==> src/rtl/sweep_pkg.sv <==
// Shared types and constants for the frequency-sweep controller.
// Latency: n/a (declarations only).
// Backpressure: n/a.
package sweep_pkg;

  localparam int M_DEF  = 32;
  localparam int DW_DEF = 16;

  typedef enum logic [1:0] {
    ST_IDLE  = 2'd0,
    ST_CLEAR = 2'd1,
    ST_DWELL = 2'd2,
    ST_DONE  = 2'd3
  } state_t;

  localparam logic [1:0] MODE_SINGLE = 2'd0;
  localparam logic [1:0] MODE_REPEAT = 2'd1;
  localparam logic [1:0] MODE_TRI    = 2'd2;

endpackage

==> src/rtl/sweep_ctrl_dwell_timer.sv <==
// Dwell down-counter: loadable, decrements to zero and holds there.
// Latency: load and decrement take effect on the next rising edge.
// Backpressure: none; zero flag is a plain compare of the count.
module dwell_timer #(
  parameter int DW = 16
) (
  input  logic          clk,
  input  logic          rst,
  input  logic          load_i,
  input  logic [DW-1:0] load_val_i,
  input  logic          dec_i,
  output logic          zero_o
);

  logic [DW-1:0] cnt_q, cnt_d;

  // Load has priority over decrement; the count never wraps below zero.
  always_comb begin
    cnt_d = cnt_q;
    if (load_i) begin
      cnt_d = load_val_i;
    end else if (dec_i && (cnt_q != '0)) begin
      cnt_d = cnt_q - DW'(1);
    end
  end

  // Count register with synchronous reset to zero.
  always_ff @(posedge clk) begin
    if (rst) begin
      cnt_q <= '0;
    end else begin
      cnt_q <= cnt_d;
    end
  end

  assign zero_o = (cnt_q == '0);

endmodule

==> src/rtl/sweep_ctrl.sv <==
// Sweep controller: steps the phase-accumulator increment from f_start toward f_stop.
// Latency: start -> CLEAR (1 cycle) -> first p_step=f_start; each step held dwell+1 cycles.
// Backpressure: none; start while busy is ignored, abort returns to IDLE next cycle.
module sweep_ctrl
  import sweep_pkg::*;
#(
  parameter int M  = M_DEF,
  parameter int DW = DW_DEF
) (
  input  logic                clk,
  input  logic                rst,
  input  logic                start,
  input  logic                abort,
  input  logic signed [M-1:0] f_start,
  input  logic signed [M-1:0] f_stop,
  input  logic signed [M-1:0] f_inc,
  input  logic [DW-1:0]       dwell,
  input  logic [1:0]          mode,
  output logic signed [M-1:0] p_step,
  output logic                acc_clr,
  output logic                busy,
  output logic                done,
  output logic                cfg_err
);

  state_t              state_q, state_d;
  logic signed [M-1:0] p_step_q, p_step_d;
  logic                dir_up_q, dir_up_d;
  logic                acc_clr_q, acc_clr_d;
  logic                cfg_err_q, cfg_err_d;

  // Configuration captured at start; later input changes are ignored.
  logic signed [M-1:0] f_start_q, f_stop_q;
  logic signed [M:0]   inc_mag_q;
  logic [DW-1:0]       dwell_q;
  logic [1:0]          mode_q;
  logic                base_up_q;
  logic                latch_cfg;

  logic                tmr_load, tmr_zero;
  logic [DW-1:0]       tmr_val;

  // Step arithmetic is done one bit wider so nothing wraps near full scale.
  logic signed [M:0]   f_inc_x, inc_mag_in;
  logic signed [M:0]   cur_x, start_x, stop_x, lo_x, hi_x, next_x;
  logic signed [M:0]   mirror_dn_x, mirror_up_x, turn_dn_x, turn_up_x;
  logic                pass_end, cfg_ok;

  assign f_inc_x    = {f_inc[M-1], f_inc};
  assign inc_mag_in = f_inc[M-1] ? -f_inc_x : f_inc_x;
  assign cfg_ok     = (f_inc != '0)
                   && !(!f_inc[M-1] && (f_stop < f_start))
                   && !( f_inc[M-1] && (f_stop > f_start));

  assign cur_x       = {p_step_q[M-1], p_step_q};
  assign start_x     = {f_start_q[M-1], f_start_q};
  assign stop_x      = {f_stop_q[M-1], f_stop_q};
  assign lo_x        = (start_x < stop_x) ? start_x : stop_x;
  assign hi_x        = (start_x < stop_x) ? stop_x : start_x;
  assign next_x      = dir_up_q ? (cur_x + inc_mag_q) : (cur_x - inc_mag_q);
  assign pass_end    = dir_up_q ? (next_x > hi_x) : (next_x < lo_x);
  // Triangle turnaround points, clamped so they never leave [lo, hi].
  assign mirror_dn_x = hi_x - inc_mag_q;
  assign mirror_up_x = lo_x + inc_mag_q;
  assign turn_dn_x   = (mirror_dn_x < lo_x) ? lo_x : mirror_dn_x;
  assign turn_up_x   = (mirror_up_x > hi_x) ? hi_x : mirror_up_x;

  dwell_timer #(.DW(DW)) u_timer (
    .clk        (clk),
    .rst        (rst),
    .load_i     (tmr_load),
    .load_val_i (tmr_val),
    .dec_i      (state_q == ST_DWELL),
    .zero_o     (tmr_zero)
  );

  // State and datapath registers.
  always_ff @(posedge clk) begin
    if (rst) begin
      state_q   <= ST_IDLE;
      p_step_q  <= '0;
      dir_up_q  <= 1'b1;
      acc_clr_q <= 1'b0;
      cfg_err_q <= 1'b0;
      f_start_q <= '0;
      f_stop_q  <= '0;
      inc_mag_q <= '0;
      dwell_q   <= '0;
      mode_q    <= MODE_SINGLE;
      base_up_q <= 1'b1;
    end else begin
      state_q   <= state_d;
      p_step_q  <= p_step_d;
      dir_up_q  <= dir_up_d;
      acc_clr_q <= acc_clr_d;
      cfg_err_q <= cfg_err_d;
      if (latch_cfg) begin
        f_start_q <= f_start;
        f_stop_q  <= f_stop;
        inc_mag_q <= inc_mag_in;
        dwell_q   <= dwell;
        mode_q    <= mode;
        base_up_q <= !f_inc[M-1];
      end
    end
  end

  // Next-state and step sequencing; abort overrides everything outside IDLE.
  always_comb begin
    state_d   = state_q;
    p_step_d  = p_step_q;
    dir_up_d  = dir_up_q;
    acc_clr_d = 1'b0;
    cfg_err_d = 1'b0;
    latch_cfg = 1'b0;
    tmr_load  = 1'b0;
    tmr_val   = dwell_q;
    unique case (state_q)
      ST_IDLE: begin
        p_step_d = '0;
        if (start && !abort) begin
          if (cfg_ok) begin
            latch_cfg = 1'b1;
            acc_clr_d = 1'b1;
            state_d   = ST_CLEAR;
          end else begin
            cfg_err_d = 1'b1;
          end
        end
      end
      ST_CLEAR: begin
        p_step_d = f_start_q;
        dir_up_d = base_up_q;
        tmr_load = 1'b1;
        state_d  = ST_DWELL;
      end
      ST_DWELL: begin
        if (tmr_zero) begin
          tmr_load = 1'b1;
          if (!pass_end) begin
            p_step_d = next_x[M-1:0];
          end else begin
            case (mode_q)
              MODE_REPEAT: begin
                p_step_d  = f_start_q;
                acc_clr_d = 1'b1;
              end
              MODE_TRI: begin
                dir_up_d = !dir_up_q;
                p_step_d = dir_up_q ? turn_dn_x[M-1:0] : turn_up_x[M-1:0];
              end
              default: state_d = ST_DONE;
            endcase
          end
        end
      end
      ST_DONE: begin
        p_step_d = '0;
        tmr_load = 1'b1;
        tmr_val  = '0;
        state_d  = ST_IDLE;
      end
    endcase
    if (abort && (state_q != ST_IDLE)) begin
      state_d   = ST_IDLE;
      p_step_d  = '0;
      acc_clr_d = 1'b0;
      tmr_load  = 1'b1;
      tmr_val   = '0;
    end
  end

  // Outputs: registered step/clear/error, status decoded from state.
  always_comb begin
    p_step  = p_step_q;
    acc_clr = acc_clr_q;
    cfg_err = cfg_err_q;
    busy    = (state_q != ST_IDLE);
    done    = (state_q == ST_DONE);
  end

endmodule

==> config.mk <==
export PLATFORM = sky130hd
export DESIGN_NAME = sweep_ctrl
export DESIGN_NICKNAME = d
export VERILOG_FILES = /design/src/rtl/sweep_pkg.sv /design/src/rtl/sweep_ctrl_dwell_timer.sv /design/src/rtl/sweep_ctrl.sv
export SDC_FILE = /design/constraint.sdc
export NUM_CORES = 1
export LEC_CHECK = 0
export ABC_CLOCK_PERIOD_IN_PS = 12000
export CAP_MARGIN = 25
export CORE_MARGIN = 10
export CORE_UTILIZATION = 55
export DETAILED_ROUTE_END_ITERATION = 10
export PLACE_DENSITY = 0.76
export SLEW_MARGIN = 0
export SYNTH_ARGS = -nofsm -noshare
export SYNTH_HDL_FRONTEND = slang
export SYNTH_HIERARCHICAL = 1
export SYNTH_SLANG_ARGS = --single-unit
==> constraint.sdc <==
create_clock -name clk -period 12 [get_ports clk]
set_clock_uncertainty 0.15 [all_clocks]
set_input_delay 2.4 -clock clk [delete_from_list [all_inputs] [get_ports clk]]
set_output_delay 2.4 -clock clk [all_outputs]
set_load 0.005 [all_outputs]
==> impl_results.md, run 1 <==
* Run status: finished, final reports clean
* Class of the worst hold path: reg2reg
* Most frequent CP cell: a211oi_1
* Post-synthesis sequential area ratio at 17.1%
* Final Core Density at 62.9%
* Final weighted congestion in routability-driven placement at 1.02
* Port Buffers at 153
* Number of H-tree levels at 4
* Die height at 209 um
* Synth Cell Area at 19700 um2
* DRC viols at 0
* Internal power at 2.16 mW
* Reg2reg setup slack at 1.91 ns
* CP Data Required Time at 12.25 ns
* Post-Syn Nets at 3040
* Detailed router's first-iteration violation count at 1897
* Slew Limit Fails at 0
* Worst-path clk slew at 0.08 ns
* First-pass GRT wire length at 116000 um
* Setup Viol. Count Final at 0
* First drt pass iteration count at 6
* CTS sink cnt at 169
* Detailed-route vias per instance at 6.57
* Seq pwr share at 16.0%
* Setup TNS Final at 0 ns
* Unrepaired setup endpoints after global routing: no
* Max Freq at 0.0991 GHz
* Resized Gates After CTS at 0
* Warnings, synthesis at 6
* Vias at 21000
* Layout Cells excl Fill at 3196
* All-Layer GR Usage at 33.7%
* Dominant synthesized flop cell: dfxtp_1
* Final WS setup at 1.91 ns
* Final-stage net count at 3142
* # rows at 69
* Critical Path Max Stage Delay at 0.84 ns
* Net Sw Frac at 52.2%
* Comb pwr share at 70.6%
* Worst Path Max Fanout at 46
* Diode count at 0
* Area added between synthesis and finish at 13.0%
* FILL cells at 3243
* Routed WL at 77500 um
* Root Driver: clkbuf_16
* Worst hold margin at 0.308 ns
* Syn avg cell area at 7.54 um2
* Die area at 43900 um2
* Power Total at 4.52 mW
* CTS tree: done
* Slew headroom at 22.4%
* Netlist cell types at 91
* DP Worst Slack at 2.37 ns
* Die W at 209 um
* Max clock buf depth at 2
* Maximum VDD drop at 186 uV
* Post-Syn Instances at 2620
* Io pins at 154
* Most common library cell in the layout ignoring fill and taps: nand2_1
* Worst setup EP type: register
* Leak at 9.85 nW
* Wire length per cell at 24.2 um
* Final hold violations at 0
* CP Launch Type: register
* Initial core utilization at 55.7%
* DPL Wire Length at 61900 um
* TritonCTS buffer count at 17
* Synth Register Bits at 169
* # Max-Cap Violations at 0
* Worst-Skew Late Latency at 0.48 ns
* CTS Hold Bufs at 0
* Crit share post-route at 84.1%
* Post-CTS Repair Setup Buffers at 0
* CP max-delay cell: a2111oi_0
* Placed Cells incl. Taps at 3163
* Core Area at 35500 um2
* Congestion Overflow GR at 0
* Fraction of layout cells with a size suffix above 1 at 5.12%
* Clock power frac at 13.4%
* Largest net degree at the start of global routing at 99
* Initial antenna violation count at 2
* CP arrival at 10.33 ns
* Placed inst area at 21700 um2
* Synth async-reset ratio at 0%
* Psw at 2.36 mW
* Most frequent cells in the layout: nand2_1 (301), ha_1 (299), a21oi_1 (279), inv_1 (211), dfxtp_1 (168)
* EDFF count, synth at 0
* Vias in the first global route at 20000
* Final Cell Area at 22300 um2
* ANT nets after route at 0
* Worst setup path class: reg2reg
* Post-route minimum period at 10.09 ns
* Worst Tran Pin Value at 1.15 ns
* P per Cell Area at 203 nW/um2
-- synthesized netlist by cell type, types with 47 or more instances --
master | n | share of area [%]
nand2_1 | 301 | 5.7
ha_1 | 299 | 19
a21oi_1 | 280 | 7.1
inv_1 | 211 | 4.0
dfxtp_1 | 169 | 17
nor2_1 | 166 | 3.2
xnor2_1 | 121 | 5.4
o21ai_0 | 119 | 3.0
a211oi_1 | 82 | 3.1
a21o_1 | 79 | 3.0
clkbuf_1 | 75 | 1.4
mux2i_1 | 65 | 3.3
nor3_1 | 47 | 1.2
-- worst max-delay path: cells and delay by family (launching register included) --
kind,cells,cell delay [ns]
flip-flops,1,0.45
AND/OR/NAND/NOR,2,0.26
adder cells (fa/ha/maj),4,1.21
XOR/XNOR,1,0.24
multiplexers,2,0.61
AO/OA/AOI/OAI,21,6.19
buffers and inverters,4,0.87
-- power groups by stage --
stage               clock (mW)  sequential, mW  combinational, mW
global placement             0           0.727               2.99
finish                   0.606           0.722               3.19
detailed placement           0           0.729               3.05
floorplan                    0           0.692               2.21
CTS                      0.606           0.718               3.07
global route             0.628           0.726               3.42
-- worst paths after layout --
path | endpoint | startpoint | cells past startpoint
setup / recovery | p_step[15]$_SDFFE_PP0P_ | f_start_q[2]$_SDFFE_PP0P_ | 34
hold / removal | dwell_q[12]$_SDFFE_PP0P_ | dwell_q[12]$_SDFFE_PP0P_ | 2
setup reg to reg | p_step[15]$_SDFFE_PP0P_ | f_start_q[2]$_SDFFE_PP0P_ | 34
hold reg to reg | dwell_q[12]$_SDFFE_PP0P_ | dwell_q[12]$_SDFFE_PP0P_ | 2
-- registers in the layout, indices dropped and copies added, names as in the netlist --
register	cells
inc_mag_q	33
f_start_q	32
f_stop_q	32
p_step	32
dwell_q	16
u_timer/cnt_q	16
mode_q	2
state_q	2
acc_clr	1
base_up_q	1
cfg_err	1
dir_up_q	1
-- layer usage --
layer / up-vias / GRT usage, % / wire length [um] / share of wire, %
met3: 298 / 5.70 / 5550 / 7.2
met1: 9879 / 38.9 / 30300 / 39
li1: 9795 / - / - / -
met5: - / 0 / 30 / 0.039
met2: 1029 / 56.3 / 35900 / 46
met4: 4 / 22.8 / 5710 / 7.4
-- kinds of logic (layout without fill, tap and decap cells) --
logic type / count (synthesis) / after routing / share of synthesized area [%]
compound gates: 821 / 821 / 27.1
simple gates: 761 / 761 / 18.1
buf+inv: 318 / 433 / 6.53
fa+ha+maj: 302 / 302 / 19.2
flops: 169 / 169 / 17.1
xor+xnor: 155 / 155 / 6.87
mux: 94 / 94 / 4.95
-- cell type report --
class,count,area (um2),share of cell area (%)
clock buffers,17,425,1.91
clock inverters,15,184,0.824
inverters,214,803,3.60
multi-input cells,2133,15100,67.9
flip-flops and latches,169,3380,15.2
well taps,461,577,2.59
repair buffers,187,1790,8.02
Note: power is estimated with default switching activity, not from simulation.
==> inputs of run 2 (changes only) <==
--- a/config.mk
+++ b/config.mk
@@ -5,7 +5,7 @@
 export SDC_FILE = /design/constraint.sdc
 export NUM_CORES = 1
 export LEC_CHECK = 0
-export ABC_CLOCK_PERIOD_IN_PS = 12000
+export ABC_CLOCK_PERIOD_IN_PS = 9490
 export CAP_MARGIN = 25
 export CORE_MARGIN = 10
 export CORE_UTILIZATION = 55
==> constraint.sdc (replaced) <==
create_clock -name clk -period 9.49 [get_ports clk]
set_clock_uncertainty 0.15 [all_clocks]
set_input_delay 1.898 -clock clk [delete_from_list [all_inputs] [get_ports clk]]
set_output_delay 1.898 -clock clk [all_outputs]
set_load 0.005 [all_outputs]
==> impl_results.md, run 2 (synthesis gave the netlist of run 1 again) <==
* Root Driver: clkbuf_16
* Post-CTS Repair Setup Buffers at 0
* Worst setup EP type: register
* Seq pwr share at 15.2%
* CP bufs+invs at 7
* CP Launch Type: register
* Psw at 3.10 mW
* Worst-Skew Late Latency at 0.48 ns
* P per Cell Area at 264 nW/um2
* Detailed router's first-iteration violation count at 2241
* Setup TNS Final at 0 ns
* DP Worst Slack at 0.754 ns
* # Max-Cap Violations at 0
* CP arrival at 9.18 ns
* Vias in the first global route at 20600
* CP Data Required Time at 9.75 ns
* Setup Viol. Count Final at 0
* Largest reg by FF count: inc_mag_q
* Detailed-route vias per instance at 6.55
* Number of H-tree levels at 4
* Max clock buf depth at 2
* Port Buffers at 153
* Class of the worst hold path: reg2reg
* Most frequent CP cell: o21ai_0
* Congestion Overflow GR at 0
* Comb pwr share at 72.0%
* Initial core utilization at 55.7%
* Reg2reg path depth at 34
* Die W at 209 um
* CTS sink cnt at 169
* Core Area at 35500 um2
* Run status: finished, final reports clean
* Diode count at 0
* Initial antenna violation count at 2
* Crit share post-route at 94.0%
* First-pass GRT wire length at 119000 um
* Hold depth at 2
* Fraction of layout cells with a size suffix above 1 at 7.62%
* Worst Path Max Fanout at 39
* Worst hold margin at 0.306 ns
* Clock power frac at 12.8%
* Largest net degree at the start of global routing at 100
* Slew Limit Fails at 0
* Routed WL at 78900 um
* Worst setup path class: reg2reg
* Unrepaired setup endpoints after global routing: no
* Die area at 43900 um2
* # rows at 69
* DRC viols at 0
* Instance count on the critical path at 34
* Resized Gates After CTS at 0
* First drt pass iteration count at 6
* Vias at 21400
* Most frequent cells in the layout: nand2_1 (301), ha_1 (299), a21oi_1 (279), inv_1 (211), dfxtp_1 (168)
* Slew headroom at 31.9%
* Max reg flops at 33
* ANT nets after route at 0
* Net Sw Frac at 51.3%
* Maximum VDD drop at 256 uV
* Wire length per cell at 24.1 um
* Area added between synthesis and finish at 16.1%
* DPL Wire Length at 63900 um
* Io pins at 154
* Final-stage net count at 3216
* All-Layer GR Usage at 34.5%
* TritonCTS buffer count at 17
* Post-route minimum period at 8.92 ns
* Leak at 10.2 nW
* Internal power at 2.95 mW
* CP max-delay cell: mux2i_1
* Worst-path clk slew at 0.09 ns
* Final hold violations at 0
* CTS Hold Bufs at 0
* Worst Tran Pin Value at 1.02 ns
* Most common library cell in the layout ignoring fill and taps: nand2_1
* Max Freq at 0.112 GHz
* Cell family with most CP delay: compound AO/OA/AOI/OAI gates
* CTS tree: done
* Critical Path Max Stage Delay at 0.54 ns
* Final WS setup at 0.570 ns
* Final weighted congestion in routability-driven placement at 1.05
* Die height at 209 um
==> run 2: area by class of cell <==
type | count | area [um2]
clock buffer | 19 | 453
clock inverter | 13 | 174
fill | 3085 | 12600
inverter | 214 | 803
multi-input combinational | 2133 | 15100
sequential | 169 | 3380
tap | 461 | 577
timing repair buffer | 261 | 2390
==> run 2: routing by layer <==
layer	global-route usage (%)	wire (um)	vias to the layer above
met2	57.3	36200	1178
met3	6.21	6180	372
met5	0	24	-
met1	38.5	29200	9937
li1	-	-	9919
met4	27.4	7220	4
==> run 2: path summary, 6_finish.rpt <==
path / from / endpoint / slack [ns]
setup / recovery: f_stop_q[17]$_SDFFE_PP0P_ / p_step[2]$_SDFFE_PP0P_ / 0.57
hold / removal: dwell_q[11]$_SDFFE_PP0P_ / dwell_q[11]$_SDFFE_PP0P_ / 0.31
setup reg to reg: f_stop_q[17]$_SDFFE_PP0P_ / p_step[2]$_SDFFE_PP0P_ / 0.57
hold reg to reg: dwell_q[11]$_SDFFE_PP0P_ / dwell_q[11]$_SDFFE_PP0P_ / 0.31
==> run 2: power groups by stage <==
| stage | Combinational, mW | Clock [mW] | Sequential (mW) |
|---|---|---|---|
| 2_1_floorplan | 2.79 | 0 | 0.875 |
| 3_3_place_gp | 4.11 | 0 | 0.922 |
| 3_5_place_dp | 4.16 | 0 | 0.925 |
| 4_1_cts | 4.19 | 0.775 | 0.910 |
| 5_1_grt | 4.67 | 0.798 | 0.921 |
| 6_report | 4.36 | 0.775 | 0.917 |
==> run 2: worst min-delay path: stages (launching register included) <==
cell     delay (ns)
dfxtp_1        0.31
nand2_1        0.05
a21oi_1        0.05
==> run 2: metrics by stage <==
step | std cells | util [%] | total power [mW] | instance area (um2)
final | 3270 | 64.6 | 6.05 | 22900
after global placement | 3231 | 62.7 | 5.03 | 22200
after floorplan | 2620 | - | 3.67 | 19700
after CTS | 3264 | 64.5 | 5.88 | 22900
after global routing | 3270 | 64.6 | 6.39 | 22900
after detailed placement | 3232 | 62.7 | 5.08 | 22200
